==> src/rtl/mem_bus_bridge_if.sv <==
// Core-side and memory-side signal bundle of the memory bus bridge.
// The slave modport is the bridge view; the master modport is the core/memory environment view.
interface mem_bus_bridge_if #(
    parameter int unsigned ADDR_W = 32
);
    // core side
    logic [ADDR_W-1:0] core_addr;
    logic [31:0]       core_wdata;
    logic              core_read_en;
    logic              core_write_en;
    logic [1:0]        core_width;
    logic [31:0]       core_rdata;
    logic              core_busy;
    logic              bus_err;
    logic              misalign_err;
    // memory side
    logic              m_req;
    logic              m_we;
    logic [ADDR_W-3:0] m_addr;
    logic [3:0]        m_be;
    logic [31:0]       m_wdata;
    logic              m_ack;
    logic [31:0]       m_rdata;

    modport slave (
        input  core_addr, core_wdata, core_read_en, core_write_en, core_width,
        output core_rdata, core_busy, bus_err, misalign_err,
        output m_req, m_we, m_addr, m_be, m_wdata,
        input  m_ack, m_rdata
    );

    modport master (
        output core_addr, core_wdata, core_read_en, core_write_en, core_width,
        input  core_rdata, core_busy, bus_err, misalign_err,
        input  m_req, m_we, m_addr, m_be, m_wdata,
        output m_ack, m_rdata
    );
endinterface

==> src/rtl/mem_bus_bridge.sv <==
// Core bus to word-addressed req/ack bridge: lane replication/extraction, ack timeout, misalign trap under MISALIGN_TRAP_EN.
// Latency >= 3 cycles (accept, REQ until ack, DONE); core_busy stalls the core from accept through REQ.
module mem_bus_bridge #(
    parameter int unsigned TIMEOUT = 255,
    parameter int unsigned ADDR_W  = 32
) (
    input logic             clk,
    input logic             reset,
    mem_bus_bridge_if.slave bus
);

    typedef enum logic [1:0] {
        S_IDLE = 2'd0,
        S_REQ  = 2'd1,
        S_DONE = 2'd2
    } state_t;

    localparam int unsigned CNT_W   = (TIMEOUT > 1) ? $clog2(TIMEOUT + 1) : 1;
    localparam int unsigned TO_LAST = (TIMEOUT == 0) ? 0 : TIMEOUT - 1;

    state_t            state_q, state_d;
    logic [CNT_W-1:0]  cnt_q, cnt_d;
    logic              we_q, we_d;
    logic [1:0]        width_q, width_d;
    logic [1:0]        off_q, off_d;
    logic [ADDR_W-3:0] m_addr_q, m_addr_d;
    logic [3:0]        m_be_q, m_be_d;
    logic [31:0]       m_wdata_q, m_wdata_d;
    logic [31:0]       rdata_q, rdata_d;
    logic              bus_err_q, bus_err_d;
    logic [1:0]        w_norm;
    logic              busy;
`ifdef MISALIGN_TRAP_EN
    logic              misalign_err_q, misalign_err_d;
    logic              misaligned;
`endif

    always_ff @(posedge clk or negedge reset) begin
        if (!reset) begin
            state_q <= S_IDLE;
        end else begin
            state_q <= state_d;
        end
    end

    always_ff @(posedge clk or negedge reset) begin
        if (!reset) begin
            cnt_q          <= '0;
            we_q           <= 1'b0;
            width_q        <= 2'd0;
            off_q          <= 2'd0;
            m_addr_q       <= '0;
            m_be_q         <= 4'd0;
            m_wdata_q      <= 32'd0;
            rdata_q        <= 32'd0;
            bus_err_q      <= 1'b0;
`ifdef MISALIGN_TRAP_EN
            misalign_err_q <= 1'b0;
`endif
        end else begin
            cnt_q          <= cnt_d;
            we_q           <= we_d;
            width_q        <= width_d;
            off_q          <= off_d;
            m_addr_q       <= m_addr_d;
            m_be_q         <= m_be_d;
            m_wdata_q      <= m_wdata_d;
            rdata_q        <= rdata_d;
            bus_err_q      <= bus_err_d;
`ifdef MISALIGN_TRAP_EN
            misalign_err_q <= misalign_err_d;
`endif
        end
    end

    // Reserved width code behaves exactly like a word access.
    assign w_norm = (bus.core_width == 2'd3) ? 2'd2 : bus.core_width;

`ifdef MISALIGN_TRAP_EN
    assign misaligned = ((w_norm == 2'd1) && bus.core_addr[0]) ||
                        ((w_norm == 2'd2) && (bus.core_addr[1:0] != 2'd0));
`endif

    always_comb begin
        state_d        = state_q;
        cnt_d          = cnt_q;
        we_d           = we_q;
        width_d        = width_q;
        off_d          = off_q;
        m_addr_d       = m_addr_q;
        m_be_d         = m_be_q;
        m_wdata_d      = m_wdata_q;
        rdata_d        = rdata_q;
        bus_err_d      = 1'b0;
        busy           = 1'b0;
`ifdef MISALIGN_TRAP_EN
        misalign_err_d = 1'b0;
`endif
        unique case (state_q)
            S_IDLE: begin
                if (bus.core_write_en || bus.core_read_en) begin
                    busy     = 1'b1;
                    we_d     = bus.core_write_en;
                    width_d  = w_norm;
                    cnt_d    = '0;
                    m_addr_d = bus.core_addr[ADDR_W-1:2];
                    // Low address bits that cannot be honoured for the width are dropped here.
                    case (w_norm)
                        2'd0: begin
                            off_d     = bus.core_addr[1:0];
                            m_be_d    = 4'b0001 << bus.core_addr[1:0];
                            m_wdata_d = {4{bus.core_wdata[7:0]}};
                        end
                        2'd1: begin
                            off_d     = {bus.core_addr[1], 1'b0};
                            m_be_d    = bus.core_addr[1] ? 4'b1100 : 4'b0011;
                            m_wdata_d = {2{bus.core_wdata[15:0]}};
                        end
                        default: begin
                            off_d     = 2'd0;
                            m_be_d    = 4'b1111;
                            m_wdata_d = bus.core_wdata;
                        end
                    endcase
                    state_d = S_REQ;
`ifdef MISALIGN_TRAP_EN
                    if (misaligned) begin
                        state_d        = S_DONE;
                        misalign_err_d = 1'b1;
                        rdata_d        = 32'hFFFF_FFFF;
                    end
`endif
                end
            end
            S_REQ: begin
                busy  = 1'b1;
                cnt_d = cnt_q + CNT_W'(1);
                if (bus.m_ack) begin
                    state_d = S_DONE;
                    if (!we_q) begin
                        case (width_q)
                            2'd0:    rdata_d = {24'd0, bus.m_rdata[{off_q, 3'b000} +: 8]};
                            2'd1:    rdata_d = off_q[1] ? {16'd0, bus.m_rdata[31:16]}
                                                        : {16'd0, bus.m_rdata[15:0]};
                            default: rdata_d = bus.m_rdata;
                        endcase
                    end
                end else if ((TIMEOUT != 0) && (cnt_q == CNT_W'(TO_LAST))) begin
                    state_d   = S_DONE;
                    bus_err_d = 1'b1;
                    rdata_d   = 32'hFFFF_FFFF;
                end
            end
            S_DONE: begin
                state_d = S_IDLE;
            end
            default: begin
                state_d = S_IDLE;
            end
        endcase
    end

    assign bus.m_req        = (state_q == S_REQ);
    assign bus.m_we         = we_q;
    assign bus.m_addr       = m_addr_q;
    assign bus.m_be         = m_be_q;
    assign bus.m_wdata      = m_wdata_q;
    assign bus.core_rdata   = rdata_q;
    assign bus.core_busy    = busy;
    assign bus.bus_err      = bus_err_q;
`ifdef MISALIGN_TRAP_EN
    assign bus.misalign_err = misalign_err_q;
`else
    assign bus.misalign_err = 1'b0;
`endif

endmodule

==> src/flat_wrapper.sv <==
// flat-port wrapper written by rule: the top's interface ports become plain ports
module mem_bus_bridge_flat 
#(
    parameter int unsigned TIMEOUT = 255,
    parameter int unsigned ADDR_W  = 32
)
  (clk, reset, bus_core_addr, bus_core_wdata, bus_core_read_en, bus_core_write_en, bus_core_width, bus_core_rdata, bus_core_busy, bus_bus_err, bus_misalign_err, bus_m_req, bus_m_we, bus_m_addr, bus_m_be, bus_m_wdata, bus_m_ack, bus_m_rdata);
  mem_bus_bridge_if #(.ADDR_W(ADDR_W)) bus_i ();
  input logic clk;
  input logic reset;
  input wire logic [$bits(bus_i.core_addr)-1:0] bus_core_addr;
  input wire logic [$bits(bus_i.core_wdata)-1:0] bus_core_wdata;
  input wire logic [$bits(bus_i.core_read_en)-1:0] bus_core_read_en;
  input wire logic [$bits(bus_i.core_write_en)-1:0] bus_core_write_en;
  input wire logic [$bits(bus_i.core_width)-1:0] bus_core_width;
  output wire logic [$bits(bus_i.core_rdata)-1:0] bus_core_rdata;
  output wire logic [$bits(bus_i.core_busy)-1:0] bus_core_busy;
  output wire logic [$bits(bus_i.bus_err)-1:0] bus_bus_err;
  output wire logic [$bits(bus_i.misalign_err)-1:0] bus_misalign_err;
  output wire logic [$bits(bus_i.m_req)-1:0] bus_m_req;
  output wire logic [$bits(bus_i.m_we)-1:0] bus_m_we;
  output wire logic [$bits(bus_i.m_addr)-1:0] bus_m_addr;
  output wire logic [$bits(bus_i.m_be)-1:0] bus_m_be;
  output wire logic [$bits(bus_i.m_wdata)-1:0] bus_m_wdata;
  input wire logic [$bits(bus_i.m_ack)-1:0] bus_m_ack;
  input wire logic [$bits(bus_i.m_rdata)-1:0] bus_m_rdata;
  assign bus_i.core_addr = bus_core_addr;
  assign bus_i.core_wdata = bus_core_wdata;
  assign bus_i.core_read_en = bus_core_read_en;
  assign bus_i.core_write_en = bus_core_write_en;
  assign bus_i.core_width = bus_core_width;
  assign bus_core_rdata = bus_i.core_rdata;
  assign bus_core_busy = bus_i.core_busy;
  assign bus_bus_err = bus_i.bus_err;
  assign bus_misalign_err = bus_i.misalign_err;
  assign bus_m_req = bus_i.m_req;
  assign bus_m_we = bus_i.m_we;
  assign bus_m_addr = bus_i.m_addr;
  assign bus_m_be = bus_i.m_be;
  assign bus_m_wdata = bus_i.m_wdata;
  assign bus_i.m_ack = bus_m_ack;
  assign bus_i.m_rdata = bus_m_rdata;
  mem_bus_bridge #(.TIMEOUT(TIMEOUT), .ADDR_W(ADDR_W)) u_core (.clk(clk), .reset(reset), .bus(bus_i));
endmodule
==> config.mk <==
export PLATFORM = sky130hd
export DESIGN_NAME = mem_bus_bridge_flat
export DESIGN_NICKNAME = d
export VERILOG_FILES = /design/src/rtl/mem_bus_bridge_if.sv /design/src/rtl/mem_bus_bridge.sv /design/src/flat_wrapper.sv
export SDC_FILE = /design/constraint.sdc
export NUM_CORES = 1
export LEC_CHECK = 0
export ABC_AREA = 1
export CAP_MARGIN = 10
export CORE_ASPECT_RATIO = 0.5
export CORE_MARGIN = 5
export CORE_UTILIZATION = 48
export DETAILED_ROUTE_END_ITERATION = 16
export PLACE_DENSITY = 0.85
export REMOVE_ABC_BUFFERS = 1
export SETUP_SLACK_MARGIN = 0.5
export SLEW_MARGIN = 20
export SYNTH_ARGS = -nofsm -noshare
export SYNTH_HDL_FRONTEND = slang
export SYNTH_SLANG_ARGS = --single-unit
==> constraint.sdc <==
create_clock -name clk -period 2.09 [get_ports clk]
set_clock_uncertainty 0.05 [all_clocks]
set_input_delay 0.3135 -clock clk [delete_from_list [all_inputs] [get_ports clk]]
set_output_delay 0.3135 -clock clk [all_outputs]
set_load 0.005 [all_outputs]
# Yosys cells after proc, flatten, opt, wreduce, memory -nomap -nowiden
# Cells that the tools add are included.
# totals
output_inout_bits	103
ram_bits	0
register_bits	114
inputBits	103
mem_count	0
word_cells	52
latch_bits	0
mem_bits_ro	0
# classes
n_eq_ne	8
shifts	2
magnitude_cmp	0
mux	21
reduce_logical	10
n_bitwise	0
n_mul	0
add_sub_neg	1
div_mod_pow	0
# op_table
cell	n
$pmux W32 S2	2
$mux W32	3
$shiftx A32 B6 Y8	1
$mux W16	1
$pmux W8 S2	1
$add A8 B1 Y8 const B	1
$eq A8 B8 Y1 const B	1
$mux W2	4
$mux W8	1
$pmux W2 S2	2
$pmux W4 S2	1
$eq A2 B1 Y1 const B	3
$logic_not A2 Y1	3
$reduce_and A2 Y1	3
$mux W1	4
$mux W4	1
$reduce_bool A2 Y1	2
$shl A1 B2 Y4 const A	1
$ne A3 B1 Y1 const B	1
$reduce_and A3 Y1	1
$eq A2 B2 Y1 const B	1
$ne A2 B1 Y1 const B	1
$ne A2 B2 Y1 const B	1
$pmux W1 S2	1
$logic_or A1 B1 Y1	1

# Depth between registers and ports, before layout
# Gate-level depths: netlist of run 1.
# depth
depth_word	4
depth_mapped	9
depth_no_buf	8

# Least setup slack after synthesis of run 1
# No wires, ideal clock.
# synth_path
path_type	register -> register
from	register u_core.cnt_q[0]
to	register u_core.rdata_q[0], in the netlist u_core.bus.core_rdata[0]
period_less_slack_ps	1361
required_ps	1924
arrival_time_ps	1195
stages_incl_launch_ff	9
n_path_buf	1
slack_ps	729
setup_time_ps	116
path_cell_list	dfrtp_1 > inv_1 > ha_1 > nand2_1 > nor2_2 > nand3_4 > buf_2 > nand3_1 > nand2_1
# synth_via
elab_chain_len	3
# synth_lines
element	line_no	source
start, declared	mem_bus_bridge.sv:22	logic [CNT_W-1:0] cnt_q, cnt_d;
start signal, assigned	mem_bus_bridge.sv:61	cnt_q <= cnt_d;
$eq A8 B8 Y1	mem_bus_bridge.sv:148	end else if ((TIMEOUT != 0) && (cnt_q == CNT_W'(TO_LAST))) begin
$reduce_bool A2 Y1 (no line)	-	
$reduce_and A3 Y1 (no line)	-	
end signal, assigned	mem_bus_bridge.sv:68	rdata_q <= rdata_d;
end, declared	mem_bus_bridge.sv:29	logic [31:0] rdata_q, rdata_d;
# No other way between the ends.
# A chain may end at the register's enable or synchronous reset.

# Final worst setup path of run 1
# layout_path
from	register u_core.state_q[1]
to	output port bus_m_req
# layout_via
elab_chain_len	1
# layout_lines
element	line_no	source
start, declared	mem_bus_bridge.sv:21	state_t state_q, state_d;
start signal, assigned	mem_bus_bridge.sv:42	state_q <= state_d;
$eq A2 B1 Y1	mem_bus_bridge.sv:163	assign bus.m_req = (state_q == S_REQ);
end, declared	flat_wrapper.sv:20	output wire logic [$bits(bus_i.m_req)-1:0] bus_m_req;
# No other way between the ends.

==> results of run 1 <==
-- logic make-up (layout without fill, tap and decap cells) --
family | count (synthesis) | in the layout | synth area share
buffers and inverters | 71 | 326 | 0.0623
AND/OR/NAND/NOR | 458 | 459 | 0.337
other | 1 | 1 | 0.000689
XOR/XNOR | 1 | 1 | 0.00161
AO/OA/AOI/OAI | 75 | 75 | 0.0697
adder cells (fa/ha/maj) | 2 | 2 | 0.00460
flip-flops | 114 | 114 | 0.524
-- metrics by stage --
step / total power, mW / instance area [µm²] / setup TNS [ns] / hold WS (ns) / utilization
2_1_floorplan: 5.90 / 5220 / -70.58 / -0.0321 / -
3_3_place_gp: 8.84 / 7610 / 0 / 0.241 / 0.689
3_5_place_dp: 8.98 / 7610 / 0 / 0.244 / 0.689
4_1_cts: 12.3 / 8480 / 0 / 0.347 / 0.767
5_1_grt: 13.9 / 8900 / 0 / 0.387 / 0.806
6_report: 13.3 / 8900 / 0 / 0.355 / 0.806
-- placed cells by master, fill, tap and decap left out, types with 3 or more instances in the layout --
cell,Yosys,routed
a21oi_1,28,26
buf_12,0,8
buf_4,5,28
buf_6,4,11
buf_8,0,4
bufinv_16,0,6
clkbuf_16,0,23
clkbuf_8,0,3
clkdlybuf4s50_1,0,101
clkinvlp_4,0,4
dfrtp_1,114,113
dlygate4sd2_1,0,101
inv_1,28,27
inv_2,4,3
nand2_1,381,375
nand2_2,1,6
nand3_1,49,48
nor2_1,19,16
nor2_2,2,3
nor2_4,2,4
o21ai_0,36,25
o21ai_1,10,17
o21ai_2,1,4
-- state kept, by name, summed over array words and instances, names as in the netlist --
signal	flops
u_core.bus.core_rdata	32
u_core.bus.m_wdata	32
u_core.bus.m_addr	30
u_core.cnt_q	8
u_core.bus.m_be	4
u_core.off_q	2
u_core.state_q	2
u_core.width_q	2
u_core.bus.bus_err	1
u_core.bus.m_we	1
-- synth_stat cells --
cell type / n
nor2_2: 2
nand3_1: 49
nor2_4: 2
nor2_1: 19
o21ai_2: 1
inv_2: 4
or2_2: 1
clkbuf_1: 11
nand2_4: 1
ha_1: 2
buf_4: 5
dfrtp_1: 114
xor2_1: 1
inv_1: 28
conb_1: 1
buf_2: 19
o21ai_1: 10
nand2_2: 1
nand3_2: 1
nand2_1: 381
o21ai_0: 36
buf_6: 4
a21oi_1: 28
nand3_4: 1
-- metal layers --
| layer | vias up | track usage | routed length [µm] |
|---|---|---|---|
| li1 | 2763 | - | - |
| met1 | 2955 | 0.333 | 8220 |
| met2 | 463 | 0.462 | 10400 |
| met3 | 106 | 0.0621 | 1910 |
| met4 | 0 | 0.138 | 1290 |
| met5 | - | 0 | 0 |
-- path summary, 6_finish.rpt --
kind	to	slack [ns]
hold / removal	u_core.bus.m_wdata[7]	0.35
min in group clk	u_core.bus.m_addr[2]	0.38
max in group asynchronous	u_core.bus.core_rdata[9]	0.96
setup / recovery	bus_m_req	0.33
setup reg to reg	u_core.bus.m_be[2]	0.40
hold reg to reg	u_core.bus.m_wdata[12]	0.42
-- area by class of cell --
cell class / instances / area (µm²)
Timing Repair Buffer: 262 / 2670
Fill cell: 676 / 2140
Sequential cell: 114 / 2850
Clock inverter: 12 / 228
Tap cell: 145 / 181
Clock buffer: 20 / 467
Multi-Input combinational cell: 538 / 2360
Inverter: 32 / 149
-- report_power, final --
group / switching (mW) / total [mW] / leakage [nW] / internal, mW
Sequential: 0.704 / 3.94 / 1.41 / 3.24
Combinational: 3.08 / 5.87 / 2.91 / 2.78
Clock: 1.11 / 3.44 / 0.325 / 2.33
-- critical path, stage by stage (launching register included) --
cell,delay [ns]
dfrtp_1,0.39
inv_1,0.10
nand2_4,0.11
inv_4,0.09
dlygate4sd2_1,0.29
-- timing repair --
action                                  CTS  global route
buffers inserted                         18            16
hold buffers                              1             0
endpoints found under the hold margin    30             0
cloned                                    3             6
endpoints found under the setup margin  196            86
pin swaps                                 6            12
resized for setup                       127            47
==> reports/qor.csv, run 1 <==
stage,metric,value,unit
sta,worst_slack,0.329,ns
global_routing,grt_start_max_net_pins,55,
clocking,clk_path_buf_depth,2,
placed_design,hpwlAfterDp,12000,µm
placed_design,place_ws,0.162,ns
die,row_count,27,
global_routing,grt_usage,0.273,
yosys,yosys_warnings,0,
global_routing,grt_pass1_wl,30000,µm
detailed_routing,drt_wl_total,21800,µm
job,maxCapViolCount,0,
global_routing,overflow,0,
clocking,cts_max_level,4,
finish,final_nets,1070,
die,ios,206,
global_routing,antenna_found_initial,0,
outcome,status,finished clean,
clocking,cts_buffers,17,
placed_design,dp_cells,1047,
detailed_routing,via_per_inst,5.60,
worst_setup_path,required,1.73,ns
detailed_routing,vias,6287,
yosys,synth_top_area_share,0.524,
sta,hold_violations,0,
sta,rsz0062_at_grt,true,
die,die_w,161,µm
power,power_density,1490,mW/mm²
worst_setup_path,end_kind,output port,
worst_setup_path,worstPathMaxFanout,7,
yosys,ys_ff_latch,114,
sta,maxSlewViolCount,0,
die,core,0.0110,mm²
die,die_h,85.3,µm
sta,finalCriticalPeriod,1.76,ns
detailed_routing,first_iter_violations,765,
detailed_routing,ant_nets,0,
detailed_routing,drc_errors,0,
finish,drive_gt1_frac,0.128,
yosys,ys_seq_area_frac,0.524,
finish,area_delta_synth_final,63.6,%
worst_setup_path,critPathLaunch,u_core.state_q[1],
yosys,synth_cells,722,
clocking,cts_tree,done,
yosys,yosys.area.top_type,dfrtp_1,
clocking,cts_sinks,114,
placed_design,gp_congestion,0.888,
hold_path,hold_path.class,input pin to asynchronous set/reset pin,
detailed_routing,dr.pass1.iters,6,
worst_setup_path,critical_path_class,flop to output port,
worst_setup_path,worstReg2RegStart,u_core.state_q[1],
finish,antenna-diode-count,0,
worst_setup_path,r2r_cells,10,
worst_setup_path,cp_data_arrival_time,1.40,ns
clocking,clk_latency,0.41,ns
power,ir_drop,0.799,mV
yosys,synth_area_per_cell,7.54,µm²
sta,fmax,568,MHz
die,die_area,0.0137,mm²
sta,post-route-period-util,0.843,
die,initial_core_util,0.493,
yosys,synth.distinct_cells,24,
yosys,synth_area,0.00544,mm²
global_routing,grt_pass1_vias,5879,
power,p_leak,4.64,nW
clocking,clk_pin_slew,0.06,ns
placed_design,port-buffer-count,204,
clocking,cts_root_buffer,clkbuf_16,
yosys,yosys-top-cells-area,"dfrtp_1, nand2_1, nand3_1",
detailed_routing,wl_per_cell,19.4,µm
sta,setup_viol,0,
finish,final_cell_count_no_fill,1123,
worst_setup_path,cp-start-kind,flop,
Power figures use the tool's default switching activity.
==> run 2, diff against run 1 <==
--- a/config.mk
+++ b/config.mk
@@ -9,9 +9,9 @@
 export CAP_MARGIN = 10
 export CORE_ASPECT_RATIO = 0.5
 export CORE_MARGIN = 5
-export CORE_UTILIZATION = 48
+export CORE_UTILIZATION = 45
 export DETAILED_ROUTE_END_ITERATION = 16
-export PLACE_DENSITY = 0.85
+export PLACE_DENSITY = 0.81
 export REMOVE_ABC_BUFFERS = 1
 export SETUP_SLACK_MARGIN = 0.5
 export SLEW_MARGIN = 20
==> constraint.sdc (replaced) <==
create_clock -name clk -period 1.85 [get_ports clk]
set_clock_uncertainty 0.05 [all_clocks]
set_input_delay 0.2775 -clock clk [delete_from_list [all_inputs] [get_ports clk]]
set_output_delay 0.2775 -clock clk [all_outputs]
set_load 0.005 [all_outputs]
==> run 2 against run 1 <==
Net effect:
- critical path depth increased by 5
- clock-buffer cell count increased by 2
- sequential power increased by 14%
- flip-flop and latch count unchanged
- first-iteration DRC count decreased by 19%
==> reports/qor.csv, run 2 (synthesis results as in run 1) <==
stage,metric,value,unit,change
clocking,clk_latency,0.41,ns,about the same
detailed_routing,drc_errors,0,,unchanged
finish,fin_area,0.00930,mm²,was 0.00890 mm²
detailed_routing,dr.pass1.iters,7,,was 6
sta,tightest_slew,0.604,ns,
die,ios,206,,unchanged
power,ir_drop,0.838,mV,was 0.799 mV
detailed_routing,wl_per_cell,19.2,µm,was 19.4 µm
detailed_routing,first_iter_violations,620,,was 765
die,core,0.0118,mm²,was 0.0110 mm²
finish,postLayoutCoreUtil,0.787,,was 0.806
worst_setup_path,required,2.14,ns,was 1.73 ns
sta,fmax,595,MHz,
die,die_area,0.0145,mm²,was 0.0137 mm²
global_routing,grt_pass1_wl,34200,µm,was 30000 µm
worst_setup_path,end_kind,flop,,was output port
global_routing,grt_start_max_net_pins,55,,unchanged
worst_setup_path,worstPathMaxFanout,8,,was 7
worst_setup_path,r2r_cells,9,,was 10
finish,drive_gt1_frac,0.288,,was 0.128
clocking,clk_pin_slew,0.06,ns,about the same
detailed_routing,ant_nets,0,,unchanged
sta,post-route-period-util,0.909,,
finish,final_common_cell,nand2_1,,unchanged
sta,rsz0062_at_grt,true,,unchanged
placed_design,port-buffer-count,204,,unchanged
global_routing,grt_usage,0.306,,was 0.273
finish,multiInputGateArea,0.00263,mm²,was 0.00236 mm²
placed_design,placed_area,0.00769,mm²,was 0.00761 mm²
worst_setup_path,cp-start-kind,flop,,unchanged
clocking,cts_sinks,114,,unchanged
clocking,cts_tree,done,,unchanged
sta,finalCriticalPeriod,1.68,ns,
worst_setup_path,cp_data_arrival_time,1.98,ns,was 1.40 ns
die,die_h,87.8,µm,was 85.3 µm
placed_design,gp_congestion,0.913,,was 0.888
worst_setup_path,critical_path_class,flop to flop,,was flop to output port
job,maxCapViolCount,0,,unchanged
sta,hold_violations,0,,unchanged
detailed_routing,via_per_inst,5.45,,was 5.60
sta,relSlewSlack,0.596,,
detailed_routing,vias,6442,,was 6287
clocking,cts_max_level,4,,unchanged
sta,worst_hold_slack,0.317,ns,was 0.355 ns
global_routing,antenna_found_initial,0,,unchanged
clocking,cts_root_buffer,clkbuf_16,,unchanged
clocking,clk_path_buf_depth,2,,unchanged
hold_path,hold_path.class,input pin to asynchronous set/reset pin,,unchanged
finish,area_delta_synth_final,70.8,%,was 63.6%
clocking,cts_buffers,17,,unchanged
power,power_density,1700,mW/mm²,was 1490 mW/mm²
finish,final_nets,1109,,was 1070
global_routing,grt_pass1_vias,6542,,was 5879
global_routing,overflow,0,,unchanged
power,p_total,15.8,mW,was 13.3 mW
sta,setup_viol,0,,unchanged
die,die_w,166,µm,was 161 µm
finish,nFillCells,745,,was 676
placed_design,hpwlAfterDp,12000,µm,about the same
sta,maxSlewViolCount,0,,unchanged
finish,seq_area,0.00286,mm²,was 0.00285 mm²
die,initial_core_util,0.461,,was 0.493
sta,tns,0,ns,unchanged
finish,most-common-layout-cells,"nand2_1, dfrtp_1, clkdlybuf4s50_1",,"was nand2_1, dfrtp_1, clkdlybuf4s50_1, dlygate4sd2_1, nand3_1"
outcome,status,finished clean,,unchanged
detailed_routing,drt_wl_total,22800,µm,was 21800 µm
die,row_count,28,,was 27
power,p_leak,4.87,nW,was 4.64 nW
-- run 2: changes by cell type in the layout (fill, tap and decap cells not counted), sizes merged --
cell	previous run	this run
buf	53	108
bufbuf	0	7
bufinv	6	4
clkbuf	26	89
clkdlybuf4s15	0	14
clkinv	3	5
clkinvlp	4	2
diode	0	1
dlygate4sd2	101	0
inv	31	32
nand2	384	386
-- run 2: routing by layer --
| metal | global-route usage | vias to the layer above | part of all wire | wire, µm |
|---|---|---|---|---|
| li1 | - | 2830 | - | - |
| met2 | 0.530 | 429 | 0.50 | 11300 |
| met3 | 0.0729 | 116 | 0.085 | 1940 |
| met1 | 0.355 | 3067 | 0.36 | 8300 |
| met4 | 0.170 | 0 | 0.053 | 1200 |
| met5 | 0 | - | 0 | 0 |
-- run 2: per-stage QoR --
stage | setup WS, ns | std cells
floorplan | -1.26 | 683
global placement | 0.0543 | 1070
detailed placement | 0.0291 | 1070
CTS | 0.173 | 1165
global route | 0.131 | 1182
finish | 0.169 | 1183
-- run 2: what timing repair did --
action	CTS	global route
pin swaps	19	18
gates cloned	17	1
setup buffers	45	16
endpoints found under the hold margin	28	0
setup endpoints to repair	207	190
hold buffers	1	0
gates resized for setup	323	122
-- run 2: layout make-up --
| cell class | count | share of cell area |
|---|---|---|
| Timing Repair inverter | 1 | 0.000942 |
| Antenna cell | 1 | 0.000269 |
| Sequential cell | 114 | 0.307 |
| Clock inverter | 10 | 0.0167 |
| Clock buffer | 22 | 0.0510 |
| Inverter | 32 | 0.0163 |
| Timing Repair Buffer | 298 | 0.302 |
| Tap cell | 165 | 0.0222 |
| Multi-Input combinational cell | 540 | 0.283 |
-- run 2: worst paths after layout --
kind / from / end / slack (ns)
worst max register to register: u_core.state_q[1] / u_core.bus.m_addr[10] / 0.17
worst max-delay path: u_core.state_q[1] / u_core.bus.m_addr[10] / 0.17
worst min-delay path: reset / u_core.bus.m_wdata[5] / 0.32
min in group clk: bus_core_addr[15] / u_core.bus.m_addr[13] / 0.35
max in group asynchronous: reset / u_core.state_q[0] / 0.77
worst min register to register: u_core.bus.m_wdata[7] / u_core.bus.m_wdata[7] / 0.43
-- run 2: power by group --
part / total [mW] / switching, mW / leakage (nW) / internal [mW]
registers: 4.50 / 0.835 / 1.41 / 3.67
logic: 7.73 / 3.85 / 3.15 / 3.88
clock network: 3.55 / 1.19 / 0.306 / 2.35
total: 15.8 / 5.88 / 4.87 / 9.91
-- run 2: worst max-delay path: stages (launching register included) --
cell       delay (ns)
dfrtp_1          0.40
buf_6            0.13
nor2_4           0.13
o21ai_4          0.09
buf_4            0.17
buf_12           0.16
clkinv_16        0.08
bufbuf_16        0.27
nand2_1          0.06
nand2_1          0.07
